==> src/rtl/cphy_pkg.sv <==
// Shared C-PHY symbol definitions: symbol codes, transmit phases, sync word and
// the symbol-to-wire-state transition used by both the lane encoder and decoder model.
package cphy_pkg;

    localparam logic [2:0] SYM_CCW_SAME = 3'b000;
    localparam logic [2:0] SYM_CCW_OPP  = 3'b001;
    localparam logic [2:0] SYM_CW_SAME  = 3'b010;
    localparam logic [2:0] SYM_CW_OPP   = 3'b011;
    localparam logic [2:0] SYM_OPP_POL  = 3'b100;

    localparam logic [2:0] SYM_PREAMBLE = SYM_CW_OPP;

    typedef enum logic [1:0] {
        PH_IDLE     = 2'd0,
        PH_PREAMBLE = 2'd1,
        PH_SYNC     = 2'd2,
        PH_DATA     = 2'd3
    } phase_e;

    localparam int unsigned SYNC_LEN = 7;
    localparam logic [2:0] SYNC_SEQ [SYNC_LEN] = '{
        SYM_CW_OPP, SYM_OPP_POL, SYM_OPP_POL, SYM_OPP_POL,
        SYM_OPP_POL, SYM_OPP_POL, SYM_CW_OPP
    };

    function automatic logic sym_legal(input logic [2:0] sym);
        return sym <= SYM_OPP_POL;
    endfunction

    // Illegal codes fall through to the CCW-same rotation so a transition still happens.
    function automatic logic [2:0] next_state(input logic [2:0] ps, input logic [2:0] sym);
        logic [2:0] ns;
        case (sym)
            SYM_CCW_OPP:  ns = ~{ps[1:0], ps[2]};
            SYM_CW_SAME:  ns = {ps[0], ps[2:1]};
            SYM_CW_OPP:   ns = ~{ps[0], ps[2:1]};
            SYM_OPP_POL:  ns = ~ps;
            default:      ns = {ps[1:0], ps[2]};
        endcase
        return ns;
    endfunction

endpackage

==> src/rtl/cphy_sym_fifo.sv <==
// Symbol FIFO with wrap-bit pointers; read data is the registered head, no bypass.
// Pushes while full and pops while empty are ignored.
module cphy_sym_fifo #(
    parameter int unsigned DEPTH = 4,
    parameter int unsigned WIDTH = 3
) (
    input  logic             clk_i,
    input  logic             rst_i,
    input  logic             push_i,
    input  logic [WIDTH-1:0] wr_dat_i,
    input  logic             pop_i,
    output logic [WIDTH-1:0] rd_dat_o,
    output logic             full_o,
    output logic             empty_o
);

    localparam int unsigned AW = $clog2(DEPTH);
    localparam logic [AW:0] PTR_ONE = (AW+1)'(1);

    logic [AW:0]      wr_q, wr_d;
    logic [AW:0]      rd_q, rd_d;
    logic [WIDTH-1:0] mem_q [DEPTH];
    logic             do_push;
    logic             do_pop;

    assign empty_o  = (wr_q == rd_q);
    assign full_o   = (wr_q[AW] != rd_q[AW]) && (wr_q[AW-1:0] == rd_q[AW-1:0]);
    assign do_push  = push_i && !full_o;
    assign do_pop   = pop_i && !empty_o;
    assign rd_dat_o = mem_q[rd_q[AW-1:0]];

    always_comb begin
        wr_d = wr_q;
        rd_d = rd_q;
        if (do_push) wr_d = wr_q + PTR_ONE;
        if (do_pop)  rd_d = rd_q + PTR_ONE;
    end

    always_ff @(posedge clk_i or posedge rst_i) begin
        if (rst_i) begin
            wr_q <= '0;
            rd_q <= '0;
        end else begin
            wr_q <= wr_d;
            rd_q <= rd_d;
        end
    end

    always_ff @(posedge clk_i) begin
        if (do_push) mem_q[wr_q[AW-1:0]] <= wr_dat_i;
    end

endmodule

==> src/rtl/cphy_symbol_encoder.sv <==
// C-PHY master lane encoder: preamble, sync word, then FIFO data; State is one cycle after each pop.
// SymReady drops only when the symbol FIFO is full; empty FIFO in DATA sends a filler.
module cphy_symbol_encoder
    import cphy_pkg::*;
#(
    parameter int unsigned FIFO_DEPTH   = 4,
    parameter int unsigned PREAMBLE_LEN = 7,
    parameter logic [2:0]  RESET_STATE  = 3'b011
) (
    input  logic       TxSymbolClkHS,
    input  logic       reset,
    input  logic       EncoderEn,
    input  logic [2:0] SymIn,
    input  logic       SymValid,
    output logic       SymReady,
    output logic [2:0] State,
    output logic [1:0] Phase,
    output logic       Underflow,
    output logic       SymErr
);

    localparam int unsigned CNT_MAX = (PREAMBLE_LEN > SYNC_LEN) ? PREAMBLE_LEN : SYNC_LEN;
    localparam int unsigned CNT_W   = $clog2(CNT_MAX);
    localparam logic [CNT_W-1:0] CNT_ONE  = CNT_W'(1);
    localparam logic [CNT_W-1:0] PRE_LAST = CNT_W'(PREAMBLE_LEN - 1);
    localparam logic [CNT_W-1:0] SYN_LAST = CNT_W'(SYNC_LEN - 1);

    phase_e           phase_q, phase_d;
    logic [2:0]       state_q, state_d;
    logic [CNT_W-1:0] cnt_q, cnt_d;
    logic             undf_q, undf_d;
    logic             err_q, err_d;

    logic             fifo_full;
    logic             fifo_empty;
    logic [2:0]       fifo_head;
    logic             pop;
    logic             advance;
    logic [2:0]       tx_sym;

    assign SymReady  = !fifo_full && !reset;
    assign State     = state_q;
    assign Phase     = phase_q;
    assign Underflow = undf_q;
    assign SymErr    = err_q;

    cphy_sym_fifo #(
        .DEPTH (FIFO_DEPTH),
        .WIDTH (3)
    ) u_fifo (
        .clk_i    (TxSymbolClkHS),
        .rst_i    (reset),
        .push_i   (SymValid && SymReady),
        .wr_dat_i (SymIn),
        .pop_i    (pop),
        .rd_dat_o (fifo_head),
        .full_o   (fifo_full),
        .empty_o  (fifo_empty)
    );

    always_comb begin
        phase_d = phase_q;
        state_d = state_q;
        cnt_d   = cnt_q;
        undf_d  = 1'b0;
        err_d   = 1'b0;
        pop     = 1'b0;
        advance = 1'b0;
        tx_sym  = SYM_CCW_SAME;

        // Dropping the enable freezes the lane on this edge and discards sequence progress.
        if (!EncoderEn) begin
            phase_d = PH_IDLE;
            cnt_d   = '0;
        end else begin
            case (phase_q)
                PH_IDLE: begin
                    phase_d = PH_PREAMBLE;
                    cnt_d   = '0;
                end
                PH_PREAMBLE: begin
                    advance = 1'b1;
                    tx_sym  = SYM_PREAMBLE;
                    if (cnt_q == PRE_LAST) begin
                        phase_d = PH_SYNC;
                        cnt_d   = '0;
                    end else begin
                        cnt_d = cnt_q + CNT_ONE;
                    end
                end
                PH_SYNC: begin
                    advance = 1'b1;
                    tx_sym  = SYNC_SEQ[cnt_q[2:0]];
                    if (cnt_q == SYN_LAST) begin
                        phase_d = PH_DATA;
                        cnt_d   = '0;
                    end else begin
                        cnt_d = cnt_q + CNT_ONE;
                    end
                end
                PH_DATA: begin
                    advance = 1'b1;
                    if (!fifo_empty) begin
                        pop = 1'b1;
                        if (sym_legal(fifo_head)) tx_sym = fifo_head;
                        else                      err_d  = 1'b1;
                    end else begin
                        undf_d = 1'b1;
                    end
                end
                default: phase_d = PH_IDLE;
            endcase
        end

        if (advance) state_d = next_state(state_q, tx_sym);
    end

    always_ff @(posedge TxSymbolClkHS or posedge reset) begin
        if (reset) begin
            phase_q <= PH_IDLE;
            state_q <= RESET_STATE;
            cnt_q   <= '0;
            undf_q  <= 1'b0;
            err_q   <= 1'b0;
        end else begin
            phase_q <= phase_d;
            state_q <= state_d;
            cnt_q   <= cnt_d;
            undf_q  <= undf_d;
            err_q   <= err_d;
        end
    end

endmodule

==> config.mk <==
export PLATFORM = sky130hd
export DESIGN_NAME = cphy_symbol_encoder
export DESIGN_NICKNAME = d
export VERILOG_FILES = /design/src/rtl/cphy_pkg.sv /design/src/rtl/cphy_sym_fifo.sv /design/src/rtl/cphy_symbol_encoder.sv
export SDC_FILE = /design/constraint.sdc
export NUM_CORES = 1
export LEC_CHECK = 0
export BUFFER_PORTS_ARGS = -buffer_cell sky130_fd_sc_hd__buf_2
export CAP_MARGIN = 25
export CORE_MARGIN = 3
export CORE_UTILIZATION = 30
export DETAILED_ROUTE_END_ITERATION = 12
export PLACE_DENSITY = 0.44
export SLEW_MARGIN = 15
export SYNTH_ARGS = -nofsm -noshare
export SYNTH_HDL_FRONTEND = slang
export SYNTH_SLANG_ARGS = --single-unit
==> constraint.sdc <==
create_clock -name TxSymbolClkHS -period 3.1 [get_ports TxSymbolClkHS]
set_input_delay 0.155 -clock TxSymbolClkHS [delete_from_list [all_inputs] [get_ports TxSymbolClkHS]]
set_output_delay 0.155 -clock TxSymbolClkHS [all_outputs]
set_load 0.01 [all_outputs]
# Word-level counts from Yosys, hierarchy flattened
# Memory sizes are Yosys's and may differ from the RTL's.
# Cells that the tools add are included.
# W data, S select, Z words.
[totals]
output_inout_bits = 8
mem_count = 2
wordCells = 73
regBits = 16
ramBits = 12
romBits = 24
[classes]
add_sub_neg = 3
bitwise = 4
n_eq_ne = 15
n_reduce_logical = 12
order_cmp = 2
n_mux = 28
[mem_list]
columns = ["memory", "depth", "width", "rd", "rd_ports_with_merged_regs", "write_ports", "line_no", "text"]
rows = [
  ["(name not given)", 8, 3, 1, 0, 0, "cphy_symbol_encoder.sv:93", "tx_sym = SYNC_SEQ[cnt_q[2:0]];"],
  ["u_fifo.mem_q", 4, 3, 1, 0, 1, "cphy_sym_fifo.sv:22", "logic [WIDTH-1:0] mem_q [DEPTH];"],
]
[op_table]
columns = ["op", "count"]
rows = [
  ["$mux W3", 7],
  ["$mux W1", 14],
  ["$pmux W3 S4", 1],
  ["$add A3 B1 Y3 const B", 3],
  ["$not A3 Y3", 3],
  ["$pmux W3 S3", 1],
  ["$eq A3 B2 Y1 const B", 2],
  ["$eq A3 B3 Y1 const B", 2],
  ["$mux W2", 3],
  ["$ne A3 B3 Y1 const B", 2],
  ["$pmux W2 S3", 1],
  ["$pmux W3 S2", 1],
  ["$logic_and A1 B1 Y1", 5],
  ["$eq A2 B2 Y1 const B", 2],
  ["$ge A4 B4 Y1 const B", 1],
  ["$ne A4 B1 Y1 const B", 1],
  ["$not A3 Y4", 1],
  ["$eq A3 B1 Y1 const B", 1],
  ["$eq A3 B3 Y1", 1],
  ["$le A3 B3 Y1 const B", 1],
  ["$logic_not A1 Y1", 3],
  ["$ne A3 B2 Y1 const B", 1],
  ["$reduce_and A3 Y1", 1],
  ["$reduce_or A3 Y1", 1],
  ["other kinds (5)", 5],
]

# Logic depth before layout (Yosys ltp)
# Gate-level depths: netlist of run 1.
[depth]
depth_word = 8
depth_mapped = 7
ltp_nobuf = 7

# Hierarchy
# Synthesis of run 1 repeated with hierarchy kept, for this count alone.
[unflattened]
hier_cells = 155
hier_area_um2 = 1725.4
[by_module_without_submodules]
columns = ["mod", "instances", "cells_per_inst", "area_per_inst_um2"]
rows = [
  ["cphy_sym_fifo", 1, 66, 952.2],
  ["cphy_symbol_encoder", 1, 89, 773.2],
]

# Least setup slack after synthesis of run 1
# No wires, ideal clock.
[synth_path]
path_kind = "flip-flop to flip-flop"
startpoint = "register u_fifo.rd_q[0]"
endpoint = "register state_q[1], in the netlist State[1]"
path_slack_ps = 806
period_less_slack_ps = 2294
n_path_buf = 1
stages_incl_launch_ff = 8
t_arrival_ps = 2206
setup_time_ps = 88
cell_sequence = "dfrtp_1 buf_6 mux4_2 a311o_1 o211a_4 nor4_1 o32ai_1 a221oi_2"
[synth_via]
elab_chain_len = 8
word_cells_on_any_way = 12
classes_between = "1 x order compare; 5 x eq/ne; 5 x mux; 1 x memory"
[synth_rtl]
columns = ["element", "line_no", "text"]
rows = [
  ["start, declared", "cphy_sym_fifo.sv:21", "logic [AW:0] rd_q, rd_d;"],
  ["start signal, assigned", "cphy_sym_fifo.sv:45", "rd_q <= rd_d;"],
  ["$mem_v2 Z4 W3", "--", ""],
  ["$le A3 B3 Y1", "cphy_pkg.sv:27", "return sym <= SYM_OPP_POL;"],
  ["$mux W3", "cphy_symbol_encoder.sv:105", "if (sym_legal(fifo_head)) tx_sym = fifo_head;"],
  ["$mux W3 *", "cphy_symbol_encoder.sv:103", "if (!fifo_empty) begin"],
  ["$pmux W3 S3 *", "cphy_symbol_encoder.sv:76", "case (phase_q)"],
  ["$mux W3 *", "cphy_symbol_encoder.sv:72", "if (!EncoderEn) begin"],
  ["$eq A3 B3 Y1 (tied with other cells)", "cphy_pkg.sv:33", "case (sym)"],
  ["$pmux W3 S4 *", "cphy_pkg.sv:33", ""],
  ["end signal, assigned", "cphy_symbol_encoder.sv:127", "state_q <= state_d;"],
  ["end, declared", "cphy_symbol_encoder.sv:29", "logic [2:0] state_q, state_d;"],
]
# Every way passes the cells marked *; elsewhere a longest branch is shown, timed or not.
# A chain may end at the register's enable or synchronous reset.

# Final worst setup path of run 1
# Same ends and word-level chain as after synthesis.

==> impl_metrics.ini, run 1 <==
[run_status]
status = finished, final reports clean

[critical_path]
r2r-start = u_fifo.rd_q[0]
crit_path_end_kind = flip-flop
r2r_cells = 6
startpoint_type = flip-flop
worstPathArrival_ns = 2.79
r2r-end = State[1]
crit_fanout = 6
r2r_slack_ns = 0.51
cp.required_ns = 3.29
path_class = flip-flop to flip-flop

[global_routing]
antenna_found_initial = 0
grt.overflow.total = 0
grt_first_pass_wirelength_um = 5290
grt_pass1_vias = 1109
globalRouteTotalUtil_pct = 10.7
grt_util_met2_pct = 16.9
grt_max_degree = 18
gr-usage-met3_pct = 2.03
met1_usage_pct = 14.9
busiest_layer = met2

[sta]
hold_ws_ns = 0.0887
hold_violations = 0
setup_tns_ns = 0
worst_pin_slew_ns = 0.629
period_share_pct = 83.7
setup_violations = 0
fmax_mhz = 385
maxSlewViolCount = 0
rsz0062_at_grt = no
setup_slack_ns = 0.506
finClkSkew_ns = 0.00174
period_minus_slack_ns = 2.59
relSlewSlack_pct = 57.5

[yosys]
yosysTopAreaCell = edfxtp_1
synthCells = 145
synth-seq-cells = 28
synth_most_common_cell = dfrtp_1
synth_nets = 161
synth_edf_count = 12
async_flop_share_pct = 57.1
syn_avg_cell_area_sq_um = 11.2
synthTopCellsByCount = 14 x dfrtp_1, 12 x edfxtp_1
synth_warnings = 0
synthesis.area_sq_um = 1620
synth.distinct_cells = 46
ys_seq_area_share_pct = 47.1
netlist.area_leader.share_pct = 22.3
synth_flop_cell = dfrtp_1
ys_top_cells_by_area = edfxtp_1 22%, dfrtp_1 22%, ha_1 7.0%

[placement]
placed_cells = 228
dpl.hpwl_um = 2380
place_ws_ns = 0.531
numPortBuffers = 14
place_area_sq_um = 1770
gp_congestion = 0.910

[route]
drt_iter0_drc = 59
ant_nets = 0
postRouteWirelength_um = 3090
vias = 1140
firstDrtPassIters = 4
routedWlPerCell_um = 13.3
via_per_inst = 4.89
drc_errors = 0

[floorplan]
die-area_sq_um = 6310
row_count = 26
initial_core_util_pct = 31.3
ioPinCount = 15
die_w_um = 79.5
coreArea_sq_um = 5170
die_h_um = 79.5

[clocking]
root_buffer = clkbuf_8
clock_sinks = 28
worstSkewPairLatency_ns = 0.27
tritoncts = built
numCtsBuffers = 3
htree_num_levels = 1
cts.clk_slew.worst_paths_ns = 0.10
clockBufferDepth = 2

[hold_path]
whs_endpoint = u_fifo.mem_q[2][2]
hp-start = SymIn[2]
min_path_cells = 1
min_path_type = input pin to flip-flop

[final_layout]
final_util_pct = 35.8
layout.nets = 180
syn2layout_area_growth_pct = 14.3
n_antenna_cell = 0
final_area_sq_um = 1850
drive_above_1_share_pct = 18.4
final_cells = 233

[power]
pwr-share-comb_pct = 45.5
p_sw_mw = 0.690
pwr-share-clk_pct = 16.9
ir_drop_v = 0.000336
p_sw_share_pct = 40.6
power_mw = 1.70
p_int_mw = 1.01
power_density_nw_per_um2 = 918
p_seq_share_pct = 37.6
p_leak_nw = 0.745

[run]
drv_cap = 0
-- cell type report --
type / count / area [sq um]
Clock buffer: 3 / 41.3
Multi-Input combinational cell: 106 / 807
Timing Repair Buffer: 16 / 87.6
Tap cell: 70 / 87.6
Inverter: 9 / 33.8
Clock inverter: 1 / 30.0
Fill cell: 510 / 3320
Sequential cell: 28 / 763
-- placed cells by master, fill, tap and decap left out, types with 4 or more instances in the layout --
master	count
and2_1	4
dfrtp_1	14
and3_1	4
o21ai_0	8
buf_2	14
nand2_1	9
nor3_1	4
edfxtp_1	12
xnor2_1	6
nor2_1	9
a21oi_1	5
inv_1	9
nand3_1	6
ha_1	9
-- how the worst max path moves through the flow --
stage / from / to / depth (start not counted)
2_1_floorplan: u_fifo.rd_q[0] / State[1] / 7
3_3_place_gp: u_fifo.rd_q[0] / State[2] / 6
3_5_place_dp: u_fifo.rd_q[0] / State[1] / 6
4_1_cts: u_fifo.rd_q[0] / State[1] / 6
5_1_grt: u_fifo.rd_q[0] / State[1] / 6
6_report: u_fifo.rd_q[0] / State[1] / 6
-- power groups by stage --
| stage | logic (mW) | registers [mW] | clock network [mW] |
|---|---|---|---|
| after floorplan | 0.620 | 0.621 | 0 |
| after global placement | 0.777 | 0.647 | 0 |
| after detailed placement | 0.774 | 0.651 | 0 |
| after CTS | 0.781 | 0.643 | 0.298 |
| after global routing | 0.881 | 0.663 | 0.313 |
| final | 0.773 | 0.639 | 0.287 |
-- state kept, by name (all words and copies together) (netlist names) --
register and flops:
Underflow 1, cnt_q 3, u_fifo.rd_q 3, u_fifo.wr_q 3, SymErr 1, Phase 2, State 3, u_fifo.mem_q 12
-- per-layer routing --
metal	share of wire (%)	wire length, um	vias to the layer above
met2	48	1480	19
met3	2.8	86	2
met1	49	1510	545
met5	0	0	-
met4	0.58	18	0
li1	-	-	574
-- repair_timing --
| action | 4_1_cts | 5_1_grt |
|---|---|---|
| endpoints found under the hold margin | 14 | 0 |
| buffers inserted | 0 | 0 |
| resized for setup | 0 | 0 |
| hold buffers | 1 | 0 |
-- kinds of logic (layout without fill, tap and decap cells) --
kind of cell	count (synthesis)	in the layout	synth area share, %
compound gates	34	34	16.1
mux	5	5	5.95
buf+inv	11	29	3.01
simple gates	49	49	16.0
xor+xnor	9	9	4.87
flops	28	28	47.1
fa+ha+maj	9	9	6.96
-- critical path, cell delays in order (launching register included) --
cell and delay (ns):
dfrtp_1 0.52, mux4_2 0.59, a311o_1 0.42, o211a_4 0.28
nor4_1 0.27, o32ai_1 0.16, a221oi_2 0.26
Note: power is estimated with default switching activity, not from simulation.
==> run 2: changes to the inputs <==
--- a/config.mk
+++ b/config.mk
@@ -10,7 +10,7 @@
 export CORE_MARGIN = 3
 export CORE_UTILIZATION = 30
 export DETAILED_ROUTE_END_ITERATION = 12
-export PLACE_DENSITY = 0.44
+export PLACE_DENSITY = 0.46
 export SLEW_MARGIN = 15
 export SYNTH_ARGS = -nofsm -noshare
 export SYNTH_HDL_FRONTEND = slang
==> constraint.sdc (replaced) <==
create_clock -name TxSymbolClkHS -period 2.1 [get_ports TxSymbolClkHS]
set_input_delay 0.105 -clock TxSymbolClkHS [delete_from_list [all_inputs] [get_ports TxSymbolClkHS]]
set_output_delay 0.105 -clock TxSymbolClkHS [all_outputs]
set_load 0.01 [all_outputs]
==> impl_metrics.ini, run 2 (synthesis gave the netlist of run 1 again) <==
[hold_path]
min_path_cells = 1
min_path_type = input pin to flip-flop

[sta]
setup_tns_ns = -0.499
rsz0062_at_grt = yes
period_minus_slack_ns = 2.28
period_share_pct = 109
setup_slack_ns = -0.179
maxSlewViolCount = 0
finClkSkew_ns = 0.00321
fmax_mhz = 439
setup_violations = 3
hold_violations = 0
relSlewSlack_pct = 55.1
worst_pin_slew_ns = 0.665

[route]
ant_nets = 0
firstDrtPassIters = 4
routedWlPerCell_um = 14.1
postRouteWirelength_um = 3530
via_per_inst = 4.85
drc_errors = 0
vias = 1212
drt_iter0_drc = 41

[power]
ir_drop_v = 0.000454
p_sw_mw = 1.14
power_mw = 2.85
power_density_nw_per_um2 = 1410
p_sw_share_pct = 40.0
pwr-share-clk_pct = 15.0
p_seq_share_pct = 31.1
pwr-share-comb_pct = 53.9
p_int_mw = 1.71
p_leak_nw = 0.840

[critical_path]
cp.required_ns = 2.25
path_class = flip-flop to flip-flop
crit_fanout = 5
crit_slowest_cell = mux4_2
max_stage_delay_ns = 0.53
worstPathArrival_ns = 2.43
cp.depth = 6
startpoint_type = flip-flop
crit_path_end_kind = flip-flop
r2r_cells = 6
critPathBufInv = 0
worstPathCellList = mux4_2 > a311o_1 > o211a_4 > nand2b_1 > a311oi_1 > a211oi_1
crit_family = compound AO/OA/AOI/OAI gates

[final_layout]
final_util_pct = 39.2
fillers = 507
syn2layout_area_growth_pct = 25.1
final_cells = 250
largest_reg_flops = 12
register_area_sq_um = 764
multi_input_area_sq_um = 853
layout.nets = 197
drive_above_1_share_pct = 30.0
mostFrequentLayoutCell = buf_4
n_antenna_cell = 0
layout_common_cells = 18 x buf_4, 14 x buf_2, 13 x dfrtp_1

[floorplan]
initial_core_util_pct = 31.3
die-area_sq_um = 6310
die_h_um = 79.5
ioPinCount = 15
die_w_um = 79.5
coreArea_sq_um = 5170
row_count = 26

[run_status]
failed_checks = setup timing
status = complete, but fails checks

[run]
drv_cap = 0

[clocking]
numCtsBuffers = 3
worstSkewPairLatency_ns = 0.27
htree_num_levels = 1
cts.clk_slew.worst_paths_ns = 0.10
tritoncts = built
clockBufferDepth = 2
root_buffer = clkbuf_8
clock_sinks = 28

[global_routing]
grt_first_pass_wirelength_um = 5950
grt_pass1_vias = 1259
globalRouteTotalUtil_pct = 11.7
grt_max_degree = 17
antenna_found_initial = 0
grt.overflow.total = 0

[placement]
dpl.hpwl_um = 2700
numPortBuffers = 14
placed_cells = 244
gp_congestion = 0.853
place_ws_ns = -0.290
[run 2: cell count changes in the layout (fill, tap and decap cells not counted), sizes merged]
cell  before  now
buf       15   32
[run 2: worst paths after layout]
| kind | end | slack [ns] | startpoint |
|---|---|---|---|
| setup / recovery | State[2] | -0.18 | u_fifo.rd_q[0] |
| hold / removal | u_fifo.mem_q[3][2] | 0.05 | SymIn[2] |
| setup reg to reg | State[2] | -0.18 | u_fifo.rd_q[0] |
| hold reg to reg | u_fifo.wr_q[2] | 0.50 | u_fifo.wr_q[2] |
| max in group asynchronous | State[0] | 1.42 | reset |
| min in group asynchronous | u_fifo.wr_q[0] | 0.42 | reset |
[run 2: worst register-to-register path: stages (launching register included)]
cell and delay (ns):
dfrtp_2 0.42, mux4_2 0.53, a311o_1 0.37, o211a_4 0.31, nand2b_1 0.15, a311oi_1 0.26
a211oi_1 0.11
[run 2: power groups by stage]
stage / Combinational [mW] / Sequential [mW] / Clock, mW
final: 1.54 / 0.889 / 0.427
after global routing: 1.71 / 0.908 / 0.465
after CTS: 1.50 / 0.890 / 0.439
after detailed placement: 1.46 / 0.900 / 0
after global placement: 1.44 / 0.893 / 0
after floorplan: 0.921 / 0.916 / 0
[run 2: timing repair]
action                                 CTS  global route
setup buffers                            0             1
setup endpoints to repair                3             3
gates cloned                             0             0
pin swaps                                3             5
hold buffers                             1             0
endpoints found under the hold margin   14             0
resized for setup                        5             3
[run 2: routing by layer]
| layer | GRT usage, % | share of wire (%) |
|---|---|---|
| met4 | 2.58 | 0.42 |
| met2 | 20.5 | 50 |
| met1 | 15.0 | 47 |
| met3 | 1.81 | 3.2 |
| met5 | 0 | 0 |
[run 2: per-stage QoR]
| step | hold WS [ns] | instance area (sq um) |
|---|---|---|
| detailed placement | 0.189 | 1890 |
| floorplan | 0.0256 | 1620 |
| CTS | 0.0465 | 2000 |
| global route | 0.0414 | 2030 |
| finish | 0.0506 | 2030 |
| global placement | 0.179 | 1890 |
[run 2: final cells by class]
type	count	area share (%)
clock buffers	3	2.04
clock inverters	1	1.48
inverters	9	1.67
multi-input cells	106	42.1
flip-flops and latches	28	37.7
well taps	70	4.32
repair buffers	33	10.6
==> run 3: changes to the inputs <==
--- a/config.mk
+++ b/config.mk
@@ -5,12 +5,13 @@
 export SDC_FILE = /design/constraint.sdc
 export NUM_CORES = 1
 export LEC_CHECK = 0
-export BUFFER_PORTS_ARGS = -buffer_cell sky130_fd_sc_hd__buf_2
 export CAP_MARGIN = 25
 export CORE_MARGIN = 3
 export CORE_UTILIZATION = 30
+export CTS_CLUSTER_DIAMETER = 200
 export DETAILED_ROUTE_END_ITERATION = 12
-export PLACE_DENSITY = 0.46
+export DONT_BUFFER_PORTS = 1
+export PLACE_DENSITY = 0.43
 export SLEW_MARGIN = 15
 export SYNTH_ARGS = -nofsm -noshare
 export SYNTH_HDL_FRONTEND = slang
==> impl_metrics.ini, run 3 (synthesis gave the netlist of run 1 again) <==
[floorplan]
die-area_sq_um = 6310
die_w_um = 79.5
ioPinCount = 15
row_count = 26
die_h_um = 79.5
coreArea_sq_um = 5170
initial_core_util_pct = 31.3

[final_layout]
layout.nets = 191
n_antenna_cell = 0
syn2layout_area_growth_pct = 28.4
final_area_sq_um = 2080
mostFrequentLayoutCell = buf_4
largest_reg_flops = 12
drive_above_1_share_pct = 29.3
fillers = 506
layout_common_cells = 22 x buf_4, 14 x dfrtp_1, 12 x edfxtp_1

[global_routing]
grt_pass1_vias = 1191
grt_max_degree = 17
gr-usage-met3_pct = 3.27
grt_util_met2_pct = 18.9
busiest_layer = met2
met1_usage_pct = 15.3
grt.overflow.total = 0
antenna_found_initial = 0
grt_first_pass_wirelength_um = 5830
globalRouteTotalUtil_pct = 11.8

[power]
p_int_mw = 1.74
p_sw_share_pct = 40.6
power_mw = 2.94
p_leak_nw = 0.829
pwr-share-comb_pct = 54.1
pwr-share-clk_pct = 14.7
p_sw_mw = 1.19
ir_drop_v = 0.000762
power_density_nw_per_um2 = 1410
p_seq_share_pct = 31.2

[hold_path]
whs_endpoint = u_fifo.rd_q[2]
min_path_type = input pin to flip-flop
min_path_cells = 2
hp-start = EncoderEn

[sta]
hold_violations = 0
setup_tns_ns = -0.468
fmax_mhz = 437
rsz0062_at_grt = yes
maxSlewViolCount = 0
hold_ws_ns = 0.0154
worst_pin_slew_ns = 0.776
finClkSkew_ns = 0.0126
setup_violations = 3
setup_slack_ns = -0.190
period_share_pct = 109
period_minus_slack_ns = 2.29
relSlewSlack_pct = 47.7

[clocking]
tritoncts = built
clock_sinks = 28
numCtsBuffers = 3
worstSkewPairLatency_ns = 0.28
cts.clk_slew.worst_paths_ns = 0.11
htree_num_levels = 1
root_buffer = clkbuf_8
clockBufferDepth = 2

[route]
firstDrtPassIters = 4
drc_errors = 0
routedWlPerCell_um = 14.5
drt_iter0_drc = 24
vias = 1196
via_per_inst = 4.90
postRouteWirelength_um = 3540
ant_nets = 0

[placement]
numPortBuffers = 0
place_area_sq_um = 1850
place_ws_ns = -0.231
gp_congestion = 0.844
dpl.hpwl_um = 2690

[run_status]
failed_checks = setup timing
status = complete, but fails checks

[critical_path]
r2r_cells = 6
startpoint_type = flip-flop
crit_path_end_kind = flip-flop
r2r-end = State[1]
worstPathCellList = mux4_2 > a311o_2 > o211a_4 > mux2i_2 > a41oi_2 > a221oi_2
worstPathArrival_ns = 2.50
max_stage_delay_ns = 0.52
r2r_slack_ns = -0.19
crit_slowest_cell = mux4_2
crit_fanout = 5
r2r-start = u_fifo.rd_q[0]
path_class = flip-flop to flip-flop
cp.required_ns = 2.30

[run]
drv_cap = 0
[run 3: cell count changes in the layout (fill, tap and decap cells not counted), sizes merged]
| cell | previous run | this run |
|---|---|---|
| buf | 32 | 22 |
| dlygate4sd3 | 1 | 5 |
[run 3: critical path, delay by kind of cell (launching register included)]
kind | cells | cell delay, ns
muxes | 2 | 0.72
DFF | 1 | 0.40
AOI/OAI and AO/OA | 4 | 1.10
[run 3: how the worst max path moves through the flow]
stage | slack [ns] | startpoint | endpoint | cells past startpoint
after floorplan | -0.13 | u_fifo.rd_q[0] | State[1] | 7
after global placement | -0.19 | u_fifo.rd_q[0] | State[0] | 7
after detailed placement | -0.23 | u_fifo.rd_q[0] | State[2] | 6
after CTS | -0.20 | u_fifo.rd_q[0] | State[2] | 7
after global routing | -0.35 | u_fifo.rd_q[0] | State[1] | 6
final | -0.19 | u_fifo.rd_q[0] | State[1] | 6
[run 3: layout make-up]
class                   instances  area, sq um  share of cell area, %
flip-flops and latches         28          763                   36.7
repair buffers                 27          215                   10.3
inverters                       9         33.8                   1.62
multi-input cells             106          908                   43.7
well taps                      70         87.6                   4.21
clock buffers                   3         41.3                   1.99
clock inverters                 1         30.0                   1.44
[run 3: stage by stage]
stage | utilization (%) | instances
CTS | 38.7 | 243
finish | 40.2 | 244
global route | 40.2 | 244
floorplan | - | 145
detailed placement | 35.7 | 233
global placement | 35.7 | 233
[run 3: power groups by stage]
stage               combinational [mW]  clock, mW  sequential [mW]
detailed placement                1.41          0            0.930
CTS                               1.48      0.437            0.916
floorplan                        0.921          0            0.916
global route                      1.77      0.464            0.943
global placement                  1.37          0            0.927
finish                            1.59      0.433            0.916
[run 3: timing repair]
action	4_1_cts	5_1_grt
hold buffers	5	0
hold endpoints to repair	32	0
pin swaps	3	6
buffers inserted	1	1
resized for setup	5	12
setup endpoints to repair	3	3
[run 3: layer usage]
layer  up-vias  routed length (um)
met2        31                1720
met5         -                   0
met4         0                  45
met1       564                1600
li1        597                   -
met3         4                 179
